`config.mk`:
```
export PLATFORM = sky130hd
export DESIGN_NAME = seg7_scan
export DESIGN_NICKNAME = d
export VERILOG_FILES = /design/src/rtl/seg7_scan.sv
export SDC_FILE = /design/constraint.sdc
export NUM_CORES = 1
export LEC_CHECK = 0
export BUFFER_PORTS_ARGS = -buffer_cell sky130_fd_sc_hd__clkbuf_2
export CAP_MARGIN = 20
export CORE_ASPECT_RATIO = 1.2
export CORE_MARGIN = 5
export CORE_UTILIZATION = 45
export DETAILED_ROUTE_END_ITERATION = 6
export PLACE_DENSITY = 0.73
export SLEW_MARGIN = 20
export SYNTH_ARGS = -nofsm -noshare
export SYNTH_HDL_FRONTEND = slang
export SYNTH_SLANG_ARGS = --single-unit
```
`constraint.sdc`:
```
create_clock -name clk -period 3.15 [get_ports clk]
set_input_delay 0.315 -clock clk [delete_from_list [all_inputs] [get_ports clk]]
set_output_delay 0.315 -clock clk [all_outputs]
set_load 0.02 [all_outputs]
```
`src/rtl/seg7_scan.sv`:
```
`default_nettype none
// ============================================================================
// Module   : seg7_scan
// Purpose  : Eight-digit multiplexed seven-segment driver. Shows one 32-bit
//            word (RegDisplay or Adr) as hex, one digit lit at a time. The
//            word is snapshotted only at frame boundaries so a frame never
//            mixes two values, and the decimal point on digit 0 flags frames
//            whose word differs from the previous frame.
// Ports    : clk        - system clock
//            reset      - synchronous, active-high reset
//            RegDisplay - register-file debug word (sel = 0)
//            Adr        - memory address (sel = 1)
//            sel        - source select, sampled at frame boundary only
//            an[7:0]    - digit enables, active-low (digit 0 rightmost)
//            seg[6:0]   - segments {g,f,e,d,c,b,a}, active-low
//            dp         - decimal point, active-low
// Params   : REFRESH_DIV - cycles each digit stays lit (1 .. 2^20)
//            BLANK_LZ    - 1 blanks leading-zero digits
// Revision : 1.0 - initial release
// ============================================================================
module seg7_scan #(
  parameter int REFRESH_DIV = 50000,
  parameter bit BLANK_LZ    = 1'b0
) (
  input  logic        clk,
  input  logic        reset,
  input  logic [31:0] RegDisplay,
  input  logic [31:0] Adr,
  input  logic        sel,
  output logic [7:0]  an,
  output logic [6:0]  seg,
  output logic        dp
);

  localparam logic [19:0] DIV_LAST = 20'(REFRESH_DIV - 1);

  logic [19:0] div_cnt;
  logic [2:0]  digit;
  logic [31:0] snap;
  logic        changed;

  logic        tick;
  logic [31:0] new_word;
  logic [3:0]  nibble;
  logic [7:0]  lit;
  logic        blank;

  assign tick     = (div_cnt == DIV_LAST);
  assign new_word = sel ? Adr : RegDisplay;

  // Reset has priority over tick, so a boundary coinciding with reset
  // captures nothing.
  always_ff @(posedge clk) begin
    if (reset) begin
      div_cnt <= '0;
      digit   <= '0;
      snap    <= '0;
      changed <= 1'b0;
    end else if (tick) begin
      div_cnt <= '0;
      digit   <= digit + 3'd1;
      if (digit == 3'd7) begin
        snap    <= new_word;
        changed <= (new_word != snap);
      end
    end else begin
      div_cnt <= div_cnt + 20'd1;
    end
  end

  // lit[i]: some nibble at position i or above is non-zero. Digit 0 is
  // always lit so an all-zero word still shows a single "0".
  assign lit[0] = 1'b1;
  for (genvar i = 1; i < 8; i++) begin : g_lz
    assign lit[i] = |snap[31:4*i];
  end

  assign nibble = snap[{digit, 2'b00} +: 4];
  assign blank  = BLANK_LZ && !lit[digit];

  function automatic logic [6:0] hex_seg(input logic [3:0] n);
    case (n)
      4'h0: hex_seg = 7'h40;
      4'h1: hex_seg = 7'h79;
      4'h2: hex_seg = 7'h24;
      4'h3: hex_seg = 7'h30;
      4'h4: hex_seg = 7'h19;
      4'h5: hex_seg = 7'h12;
      4'h6: hex_seg = 7'h02;
      4'h7: hex_seg = 7'h78;
      4'h8: hex_seg = 7'h00;
      4'h9: hex_seg = 7'h10;
      4'hA: hex_seg = 7'h08;
      4'hB: hex_seg = 7'h03;
      4'hC: hex_seg = 7'h46;
      4'hD: hex_seg = 7'h21;
      4'hE: hex_seg = 7'h06;
      default: hex_seg = 7'h0E;
    endcase
  endfunction

  // Outputs depend on registers only; no input-to-output path.
  always_comb begin
    an  = 8'hFF;
    seg = 7'h7F;
    dp  = 1'b1;
    if (!blank) begin
      an  = ~(8'b0000_0001 << digit);
      seg = hex_seg(nibble);
    end
    if (digit == 3'd0 && changed) begin
      dp = 1'b0;
    end
  end

endmodule
`default_nettype wire

```
==> results of run 1 <==
==> state kept, by name, indices dropped and copies added (netlist names) <==
register / cells
digit: 3
snap: 32
changed: 1
div_cnt: 20
==> cell families (layout without fill, tap and decap cells) <==
| kind of cell | after synthesis | in the layout |
|---|---|---|
| compound gates | 39 | 39 |
| xor+xnor | 51 | 51 |
| fa+ha+maj | 12 | 12 |
| buf+inv | 32 | 109 |
| flops | 56 | 56 |
| mux | 51 | 51 |
| simple gates | 150 | 150 |
==> report_power, final <==
group	switching [W]	internal [W]
logic	0.0000681	0.0000756
clock network	0.000227	0.000260
registers	0.00000269	0.000711
==> area by class of cell <==
class                      count  area share (%)
timing repair buffer          90            11.5
tap                           92            2.82
clock inverter                 2           0.949
inverter                      11            1.01
sequential                    56            27.4
multi-input combinational    303            54.3
clock buffer                   6            2.02
==> tightest hold or removal path: cells and delay by family <==
family / cells / cell delay (ps)
mux: 1 / 150
buf+inv: 1 / 70
simple gates: 1 / 50
compound gates: 1 / 120
==> path summary, 6_finish.rpt <==
kind / from / endpoint / cells past startpoint
worst max-delay path: digit[0] / seg[3] / 7
worst min register to register: div_cnt[0] / div_cnt[0] / 1
worst max register to register: div_cnt[0] / changed / 8
worst min-delay path: Adr[4] / snap[4] / 4
==> timing repair <==
action                     CTS  global route
setup endpoints to repair    0             2
setup buffers                0             0
resized for setup            0             1
==> placed cells by master (no fill, tap or decap), types with 3 or more instances in the layout <==
master and instances:
sky130_fd_sc_hd__xor2_1 38, sky130_fd_sc_hd__inv_1 11, sky130_fd_sc_hd__mux2i_1 12, sky130_fd_sc_hd__buf_4 8, sky130_fd_sc_hd__or2b_1 3, sky130_fd_sc_hd__and3_1 6, sky130_fd_sc_hd__mux4_1 4, sky130_fd_sc_hd__clkbuf_8 6
sky130_fd_sc_hd__a21oi_1 33, sky130_fd_sc_hd__nor2_1 29, sky130_fd_sc_hd__mux4_2 5, sky130_fd_sc_hd__nand3_1 9, sky130_fd_sc_hd__nor3_1 4, sky130_fd_sc_hd__nand2_1 74, sky130_fd_sc_hd__dfxtp_1 55, sky130_fd_sc_hd__a22o_1 3
sky130_fd_sc_hd__ha_1 12, sky130_fd_sc_hd__nand4_1 5, sky130_fd_sc_hd__nor4_1 9, sky130_fd_sc_hd__mux2_2 28, sky130_fd_sc_hd__xnor2_1 13, sky130_fd_sc_hd__clkbuf_2 82
==> metal layers <==
layer	routed length (µm)	up-vias
li1	-	1483
met4	186	0
met1	3420	1369
met2	4000	92
met3	396	12
met5	0	-
==> through the flow <==
stage | hold slack (ps) | std cells
detailed placement | 455 | 552
floorplan | 426 | 391
global placement | 440 | 552
finish | 445 | 560
global route | 463 | 560
CTS | 442 | 560
==> results.env, run 1 <==
WORST_PATH_LARGEST_CELL_DELAY_PS=540
CLKSLEWWORSTSETUPHOLDPATHS_PS=100
FIRST_GLOBAL_VIAS=2842
DOMINANT_COMBINATIONAL_CELL_FAMILY_BY_AREA_AFTER_SYNTHESIS='simple AND/OR/NAND/NOR gates'
CP.BUFFERS_INVERTERS=3
REG2REG_SETUP_SLACK_PS=920
CTS.HTREE.LEVELS=2
GRT_FIRST_PASS_WIRELENGTH_UM=13200
DRT.ANTENNA.VIOLATING_NETS=0
DRC=0
NUM_VIAS=2956
SYNTH_XOR_AREA_SHARE_PCT=12.8
CRIT_ARRIVAL_PS=2560
PLACEABLECOREAREA_UM2=7620
SYNTH.YOSYS.SEQ_AREA_SHARE_PCT=32.1
DETAIL_ROUTE.ITER0.VIOLATIONS=153
CRIT_TYPE='flip-flop to output pin'
CRITICAL-PATH-TOP-CELL-BY-COUNT='sky130_fd_sc_hd__mux4_2'
FINAL-SETUP-VIOL-COUNT=0
TIMING.CRITICAL_PATH.REQUIRED_PS=2830
POST_SYNTHESIS_CELLS=391
MULTIINPUTGATEAREA_UM2=2220
WORSTHOLDPATHTYPE='primary input to flip-flop'
SLEW_VIOLATIONS=0
ROUTABILITYCONGESTION=0.869
POST_SYNTHESIS_COMPOUND_GATE_AREA_FRACTION_PCT=6.26
ROUTING_LAYER_WITH_THE_TOP_USAGE_IN_GLOBAL_ROUTE='met2'
SYNTH_ADDER_AREA_SHARE_PCT=4.29
DESIGN.PORTCOUNT=83
DIEHEIGHT_UM=107
CLOCK_SKEW_PS=8.07
NET_COUNT_OF_THE_FINISHED_LAYOUT=546
FIRST_PASS_ITERS=4
HOLD_VIOLATIONS=0
TRITONCTS='built'
POST_SYNTH_NUM_CELL_TYPES=40
STDCELL_AREA_UM2=4090
SLEW_WORST_PIN_PS=770
VDD_DROP_MAX_uV=225
VIA_PER_INST=5.28
INITIAL_CORE_UTIL_PCT=45.9
TOTALNEGATIVESETUPSLACK_PS=0
PATH_CELLS='mux4_2, mux2i_1, buf_4, ha_1, inv_1, mux4_2, clkbuf_2'
GLOBALROUTETOTALUTIL_PCT=16.4
RUN_STATUS='finished, final reports clean'
INSERTEDDIODECOUNT=0
CRITPATHCAPTURETYPE='output pin'
TIMING.SLEW.HEADROOM_PCT=48.7
FINAL_CRITICAL_PATH_SETUP_SLACK_PS=272
POSTSYNTHREGISTERBITS=56
WL_UM=8000
LEAKAGEPOWER_nW=1.78
YOSYSTOPAREACELL='sky130_fd_sc_hd__dfxtp_1'
LONGEST_CLK_PATH_BUFS=2
PLACEMENT.CELL_AREA_UM2=3970
PWR_DENSITY_CELL_nW_PER_UM2=329
CRITPATHTOPFAMILY='multiplexers'
SLOWEST_STAGE='sky130_fd_sc_hd__dfxtp_2'
ROWS=35
ROOT_BUFFER='sky130_fd_sc_hd__clkbuf_8'
CAP_VIOLATIONS=0
SYNTH_AREA_PER_CELL_UM2=8.94
ASYNCSETRESETFLOPFRACSYNTH_PCT=0
DIEWIDTH_UM=90.5
DIE_AREA_UM2=9640
POST-SYNTH-TOP-AREA-FRACTION_PCT=32.1
SYN-NUM-NETS=470
HPWLAFTERDP_UM=6320
POST-SYNTH-TOP-COUNT-CELL='sky130_fd_sc_hd__nand2_1'
POST_SYNTH_MOST_FREQUENT_CELLS='74 x sky130_fd_sc_hd__nand2_1, 56 x sky130_fd_sc_hd__dfxtp_1, 38 x sky130_fd_sc_hd__xor2_1'
POWER_W=0.00134
CTS_INSERTED_BUFFERS=5
GRT_UTIL_MET2_PCT=27.6
SYNTH.AREA.MUX_SHARE_PCT=19.7
MAPPEDNETLISTAREA_UM2=3500
CRITPATHLAUNCHTYPE='flip-flop'
GRT_SETUP_UNREPAIRED='no'
PIN_COUNT_OF_THE_BIGGEST_NET_ENTERING_GLOBAL_ROUTING=38
CLKSINKCOUNT=56
DETAILEDPLACE.WORSTSLACK_PS=391
MET3_USAGE_PCT=3.09
FILLER_CELL_COUNT=715
WL_PER_CELL_UM=14.3
MAXCLOCKFREQUENCY_GHz=0.348
SYNTH_ENABLE_FLOP_CELLS=0
LAYOUT.AREA.SEQ_UM2=1120
CLOCK_LATENCY_PS=300
SYNTHTOPCELLSBYAREA='sky130_fd_sc_hd__dfxtp_1 32%, sky130_fd_sc_hd__xor2_1 9.5%, sky130_fd_sc_hd__mux2_2 9.0%, sky130_fd_sc_hd__nand2_1 7.9%, sky130_fd_sc_hd__a21oi_1 4.7%'
GRT_OVERFLOW_TOTAL=0
SYNTH_SIMPLE_GATE_AREA_SHARE_PCT=20.4
PORTBUFFERS=82
WORSTPATHMAXFANOUT=12
HOLD_BUFFERS=0
YOSYS_WARNINGS=0
SYN2LAYOUT_AREA_GROWTH_PCT=16.9
PERIOD_SHARE_PCT=91.4
GRT_ANTENNA_BEFORE_REPAIR=0
LAYOUT-DRIVE-GT1-SHARE_PCT=30.3
FINAL_CORE_UTILIZATION_PCT=53.7
GR-USAGE-MET1_PCT=20.8
PERIOD_NEEDED_PS=2880
SYNTH_FLOP_CELL='sky130_fd_sc_hd__dfxtp_1'
Power figures use the tool's default switching activity.
==> run 2, diff against run 1 <==
- clock period: 3.15 -> 2.7 ns (I/O delays scaled with it)
==> run 2 against run 1 <==
Effect of this change:
- core utilization increased by 1.8 points
- critical path type unchanged
- largest power group unchanged
- first-iteration DRC count is 22% lower
- highest routed layer unchanged
- largest cell class unchanged
- design area is 3.4% higher
==> results.env, run 2 (synthesis results as in run 1) <==
GRT_ANTENNA_BEFORE_REPAIR=0
PERIOD_SHARE_PCT=98.6
TRITONCTS='built'
CLOCK_LATENCY_PS=310
PLACEABLECOREAREA_UM2=7620
FILLER_CELL_COUNT=706
NUM_VIAS=3019
NET_COUNT_OF_THE_FINISHED_LAYOUT=558
FINAL-SETUP-VIOL-COUNT=0
LAYOUT.AREA.SEQ_UM2=1120
RUN_STATUS='finished, final reports clean'
WL_UM=8660
REGISTER_NAME_WITH_THE_MOST_FLOPS='snap'
DIEHEIGHT_UM=107
DETAILEDPLACE.WORSTSLACK_PS=159
DETAIL_ROUTE.ITER0.VIOLATIONS=119
CRIT_TYPE='flip-flop to output pin'
DIE_AREA_UM2=9640
PERIOD_NEEDED_PS=2660
LAYOUT.CELLS.MOST_COMMON_LIST='80 x sky130_fd_sc_hd__clkbuf_2, 74 x sky130_fd_sc_hd__nand2_1, 55 x sky130_fd_sc_hd__dfxtp_1, 38 x sky130_fd_sc_hd__xor2_1, 33 x sky130_fd_sc_hd__a21oi_1'
CRITICAL-PATH-TOP-CELL-BY-COUNT='sky130_fd_sc_hd__mux4_2'
HOLD_BUFFERS=0
GLOBALROUTETOTALUTIL_PCT=17.2
CLKSLEWWORSTSETUPHOLDPATHS_PS=100
LAYOUT-DRIVE-GT1-SHARE_PCT=34.4
DRT.ANTENNA.VIOLATING_NETS=0
MULTIINPUTGATEAREA_UM2=2270
SLEW_VIOLATIONS=0
CRIT_ARRIVAL_PS=2390
LARGEST_REG_FLOPS=32
FINAL_CRITICAL_PATH_SETUP_SLACK_PS=37.7
VIA_PER_INST=5.28
FIRST_PASS_ITERS=4
DRC=0
SLOWEST_STAGE='sky130_fd_sc_hd__mux4_2'
VDD_DROP_MAX_uV=269
WORSTHOLDPATHTYPE='primary input to flip-flop'
DESIGN.PORTCOUNT=83
HOLD_VIOLATIONS=0
ROOT_BUFFER='sky130_fd_sc_hd__clkbuf_8'
ROWS=35
GRT_SETUP_UNREPAIRED='yes'
SLEW_WORST_PIN_PS=425
TIMING.CRITICAL_PATH.REQUIRED_PS=2430
PWR_DENSITY_CELL_nW_PER_UM2=348
ROUTABILITYCONGESTION=0.902
LONGEST_CLK_PATH_BUFS=2
POST_LAYOUT_NONFILLER_INSTANCES=572
DIEWIDTH_UM=90.5
DP_CELLS=558
TIMING.SLEW.HEADROOM_PCT=71.4
PORTBUFFERS=82
MAXCLOCKFREQUENCY_GHz=0.376
WORSTPATHMAXFANOUT=7
PIN_COUNT_OF_THE_BIGGEST_NET_ENTERING_GLOBAL_ROUTING=38
HPWLAFTERDP_UM=6690
CLOCK_SKEW_PS=6.57
MOSTFREQUENTLAYOUTCELL='sky130_fd_sc_hd__clkbuf_2'
PATH_CELLS='mux4_2, mux2i_1, buf_4, ha_4, inv_2, mux4_2, buf_8'
CRITPATHCAPTURETYPE='output pin'
CAP_VIOLATIONS=0
CTS.HTREE.LEVELS=2
INSERTEDDIODECOUNT=0
INITIAL_CORE_UTIL_PCT=45.9
BIGGEST_REGISTERS_AFTER_LAYOUT='snap (32), div_cnt (20), digit (3)'
SYN2LAYOUT_AREA_GROWTH_PCT=20.9
WORST_PATH_LARGEST_CELL_DELAY_PS=510
POWER_W=0.00147
GRT_OVERFLOW_TOTAL=0
FIRST_GLOBAL_VIAS=3020
CRITPATHLAUNCHTYPE='flip-flop'
CLKSINKCOUNT=56
WL_PER_CELL_UM=15.1
GRT_FIRST_PASS_WIRELENGTH_UM=13800
LEAKAGEPOWER_nW=1.80
CTS_INSERTED_BUFFERS=5
[run 2: per-stage QoR]
step | TNS [ps] | util, % | area (µm²) | hold slack, ps
2_1_floorplan | 0 | - | 3510 | 426
3_3_place_gp | 0 | 52.9 | 4030 | 441
3_5_place_dp | 0 | 52.9 | 4030 | 448
4_1_cts | 0 | 54.6 | 4160 | 391
5_1_grt | -71.1 | 55.5 | 4230 | 408
6_report | 0 | 55.5 | 4230 | 393
[run 2: area by class of cell]
type | count | area share, %
tap | 92 | 2.72
inverter | 11 | 0.977
sequential | 56 | 26.6
timing repair buffer | 102 | 13.9
clock inverter | 3 | 0.562
clock buffer | 5 | 1.63
multi-input combinational | 303 | 53.6
[run 2: worst max-delay path, delay by kind of cell (launching register included)]
kind / cells / cell delay (ps)
mux: 3 / 1180
fa+ha+maj: 1 / 130
flops: 1 / 420
buf+inv: 3 / 360
[run 2: final timing paths]
path	startpoint	to	slack [ps]	depth (start not counted)
setup reg to reg	digit[1]	snap[10]	570	9
setup / recovery	digit[0]	seg[3]	40	7
hold / removal	RegDisplay[5]	snap[5]	390	4
hold reg to reg	div_cnt[0]	div_cnt[0]	460	1
[run 2: per-layer routing]
layer	global-route usage, %	wire (µm)
met1	20.5	3560
met2	30.9	4550
met3	3.37	426
met4	5.43	127
met5	0	0
[run 2: timing repair]
| action | in CTS | in global routing |
|---|---|---|
| setup endpoints to repair | 5 | 5 |
| cloned | 0 | 1 |
| buffers inserted | 1 | 4 |
| resized for setup | 6 | 14 |
| pin swaps | 0 | 2 |
[run 2: where the power goes]
group          internal [W]  switching, W  total, W
combinational     0.0000921     0.0000816  0.000174
clock              0.000184      0.000281  0.000466
sequential         0.000828    0.00000311  0.000831
total               0.00110      0.000366   0.00147
==> run 3, diff against run 2 <==
- PLACE_DENSITY: 0.73 -> not set
- PLACE_DENSITY_LB_ADDON: not set -> 0.15
==> run 3 against run 2 <==
Effect of this change:
- critical path depth stayed put
- global-route usage fell by 0.70 points
- die area did not move
==> results.env, run 3 (synthesis results as in run 1) <==
INITIAL_CORE_UTIL_PCT=45.9
LAYOUT.AREA.SEQ_UM2=1120
WL_PER_CELL_UM=14.5
LAYOUT.CELLS.MOST_COMMON_LIST='78 x sky130_fd_sc_hd__clkbuf_2, 74 x sky130_fd_sc_hd__nand2_1, 55 x sky130_fd_sc_hd__dfxtp_1, 38 x sky130_fd_sc_hd__xor2_1, 33 x sky130_fd_sc_hd__a21oi_1'
TIMING.SLEW.HEADROOM_PCT=72.9
RUN_STATUS='finished, final reports clean'
VIA_PER_INST=5.06
MOSTFREQUENTLAYOUTCELL='sky130_fd_sc_hd__clkbuf_2'
CLKSLEWWORSTSETUPHOLDPATHS_PS=100
FINAL_CORE_UTILIZATION_PCT=55.2
CAP_VIOLATIONS=0
WORSTHOLDPATHTYPE='primary input to flip-flop'
PIN_COUNT_OF_THE_BIGGEST_NET_ENTERING_GLOBAL_ROUTING=38
DIE_AREA_UM2=9640
LONGEST_CLK_PATH_BUFS=2
CLOCK_LATENCY_PS=300
CLKSINKCOUNT=56
CP.BUFFERS_INVERTERS=3
GRT_SETUP_UNREPAIRED='yes'
LEAKAGEPOWER_nW=1.80
VDD_DROP_MAX_uV=264
PWR_DENSITY_CELL_nW_PER_UM2=352
WL_UM=8290
FINAL-SETUP-VIOL-COUNT=0
DETAIL_ROUTE.ITER0.VIOLATIONS=112
PERIOD_SHARE_PCT=98.1
TRITONCTS='built'
NUM_VIAS=2883
PLACEABLECOREAREA_UM2=7620
LAYOUT-DRIVE-GT1-SHARE_PCT=33.7
WORSTPATHMAXFANOUT=5
HOLD_BUFFERS=0
DRC=0
FIRST_GLOBAL_VIAS=2751
INSERTEDDIODECOUNT=0
SLEW_VIOLATIONS=0
PATH_CELLS='mux4_2, mux2i_1, buf_4, inv_1, ha_2, mux4_2, buf_6'
MAXCLOCKFREQUENCY_GHz=0.378
SLOWEST_STAGE='sky130_fd_sc_hd__mux4_2'
SYN2LAYOUT_AREA_GROWTH_PCT=20.2
DIEHEIGHT_UM=107
WORST_PATH_LARGEST_CELL_DELAY_PS=490
LARGEST_REG_FLOPS=32
GRT_OVERFLOW_TOTAL=0
CRIT_ARRIVAL_PS=2380
NET_COUNT_OF_THE_FINISHED_LAYOUT=556
HOLD_VIOLATIONS=0
CRITPATHLAUNCHTYPE='flip-flop'
CTS.HTREE.LEVELS=2
BIGGEST_REGISTERS_AFTER_LAYOUT='snap (32), div_cnt (20), digit (3)'
MULTIINPUTGATEAREA_UM2=2230
GLOBALROUTETOTALUTIL_PCT=16.5
CRIT_TYPE='flip-flop to output pin'
DESIGN.PORTCOUNT=83
REGISTER_NAME_WITH_THE_MOST_FLOPS='snap'
PERIOD_NEEDED_PS=2650
WORST_HOLD_SLACK_PS=392
CLOCK_SKEW_PS=5.47
HPWLAFTERDP_UM=6400
CRITPATHCAPTURETYPE='output pin'
PORTBUFFERS=82
TOTALNEGATIVESETUPSLACK_PS=0
CTS_INSERTED_BUFFERS=5
FILLER_CELL_COUNT=760
ROWS=35
ROUTABILITYCONGESTION=0.821
SLEW_WORST_PIN_PS=403
TIMING.CRITICAL_PATH.REQUIRED_PS=2430
GRT_ANTENNA_BEFORE_REPAIR=0
POWER_W=0.00148
DIEWIDTH_UM=90.5
CRITPATHTOPFAMILY='multiplexers'
DRT.ANTENNA.VIOLATING_NETS=0
GRT_FIRST_PASS_WIRELENGTH_UM=13100
FIRST_PASS_ITERS=4
ROOT_BUFFER='sky130_fd_sc_hd__clkbuf_8'
CRITICAL-PATH-TOP-CELL-BY-COUNT='sky130_fd_sc_hd__mux4_2'
[run 3: cell types whose count changed in the layout (fill, tap and decap cells not counted), moves of 2 or more]
cell / delta
sky130_fd_sc_hd__buf_12: +2
sky130_fd_sc_hd__clkbuf_2: -2
sky130_fd_sc_hd__ha_2: +2
sky130_fd_sc_hd__ha_4: -3
sky130_fd_sc_hd__mux4_1: -2
sky130_fd_sc_hd__mux4_2: +2
[run 3: tightest hold or removal path: stages]
cell	delay, ps
sky130_fd_sc_hd__clkbuf_2	70
sky130_fd_sc_hd__mux2_2	150
sky130_fd_sc_hd__nand2_1	50
sky130_fd_sc_hd__a21oi_1	120
[run 3: stage by stage]
| stage | area, µm² | setup WS (ps) | std cells |
|---|---|---|---|
| global route | 4200 | -36.1 | 570 |
| CTS | 4140 | 2.63 | 565 |
| finish | 4200 | 52.0 | 570 |
| detailed placement | 4040 | 215 | 557 |
| global placement | 4040 | 263 | 557 |
| floorplan | 3510 | 44.7 | 391 |
[run 3: final cells by class]
cell class | count | area share (%)
multi-input combinational | 303 | 53.0
sequential | 56 | 26.8
timing repair buffer | 100 | 14.3
tap | 92 | 2.74
clock buffer | 7 | 2.05
inverter | 11 | 0.982
clock inverter | 1 | 0.179
[run 3: worst paths after layout]
| check | startpoint | end | slack, ps | cells after the start |
|---|---|---|---|---|
| worst min register to register | div_cnt[0] | div_cnt[0] | 480 | 1 |
| worst max register to register | div_cnt[0] | snap[11] | 540 | 8 |
| worst max-delay path | digit[0] | seg[3] | 50 | 7 |
| worst min-delay path | RegDisplay[16] | snap[16] | 390 | 4 |
[run 3: power breakdown]
group          switching, W  leakage (nW)  internal, W
Combinational     0.0000783          1.30    0.0000912
Clock              0.000268        0.0445     0.000209
Sequential       0.00000351         0.452     0.000828
Total              0.000350          1.80      0.00113
[run 3: timing repair]
item | CTS | global route
buffers inserted | 0 | 5
hold endpoints to repair | 0 | 0
pin swaps | 0 | 1
cloned | 0 | 0
gates resized for setup | 3 | 18
setup endpoints to repair | 6 | 5
[run 3: per-layer routing]
| metal | global-route usage (%) | part of all wire [%] | vias to the layer above | wire length (µm) |
|---|---|---|---|---|
| met2 | 29.5 | 52 | 56 | 4330 |
| met3 | 2.88 | 3.8 | 11 | 313 |
| met5 | 0 | 0 | - | 0 |
| li1 | - | - | 1491 | - |
| met4 | 4.79 | 1.5 | 0 | 128 |
| met1 | 20.2 | 42 | 1325 | 3520 |
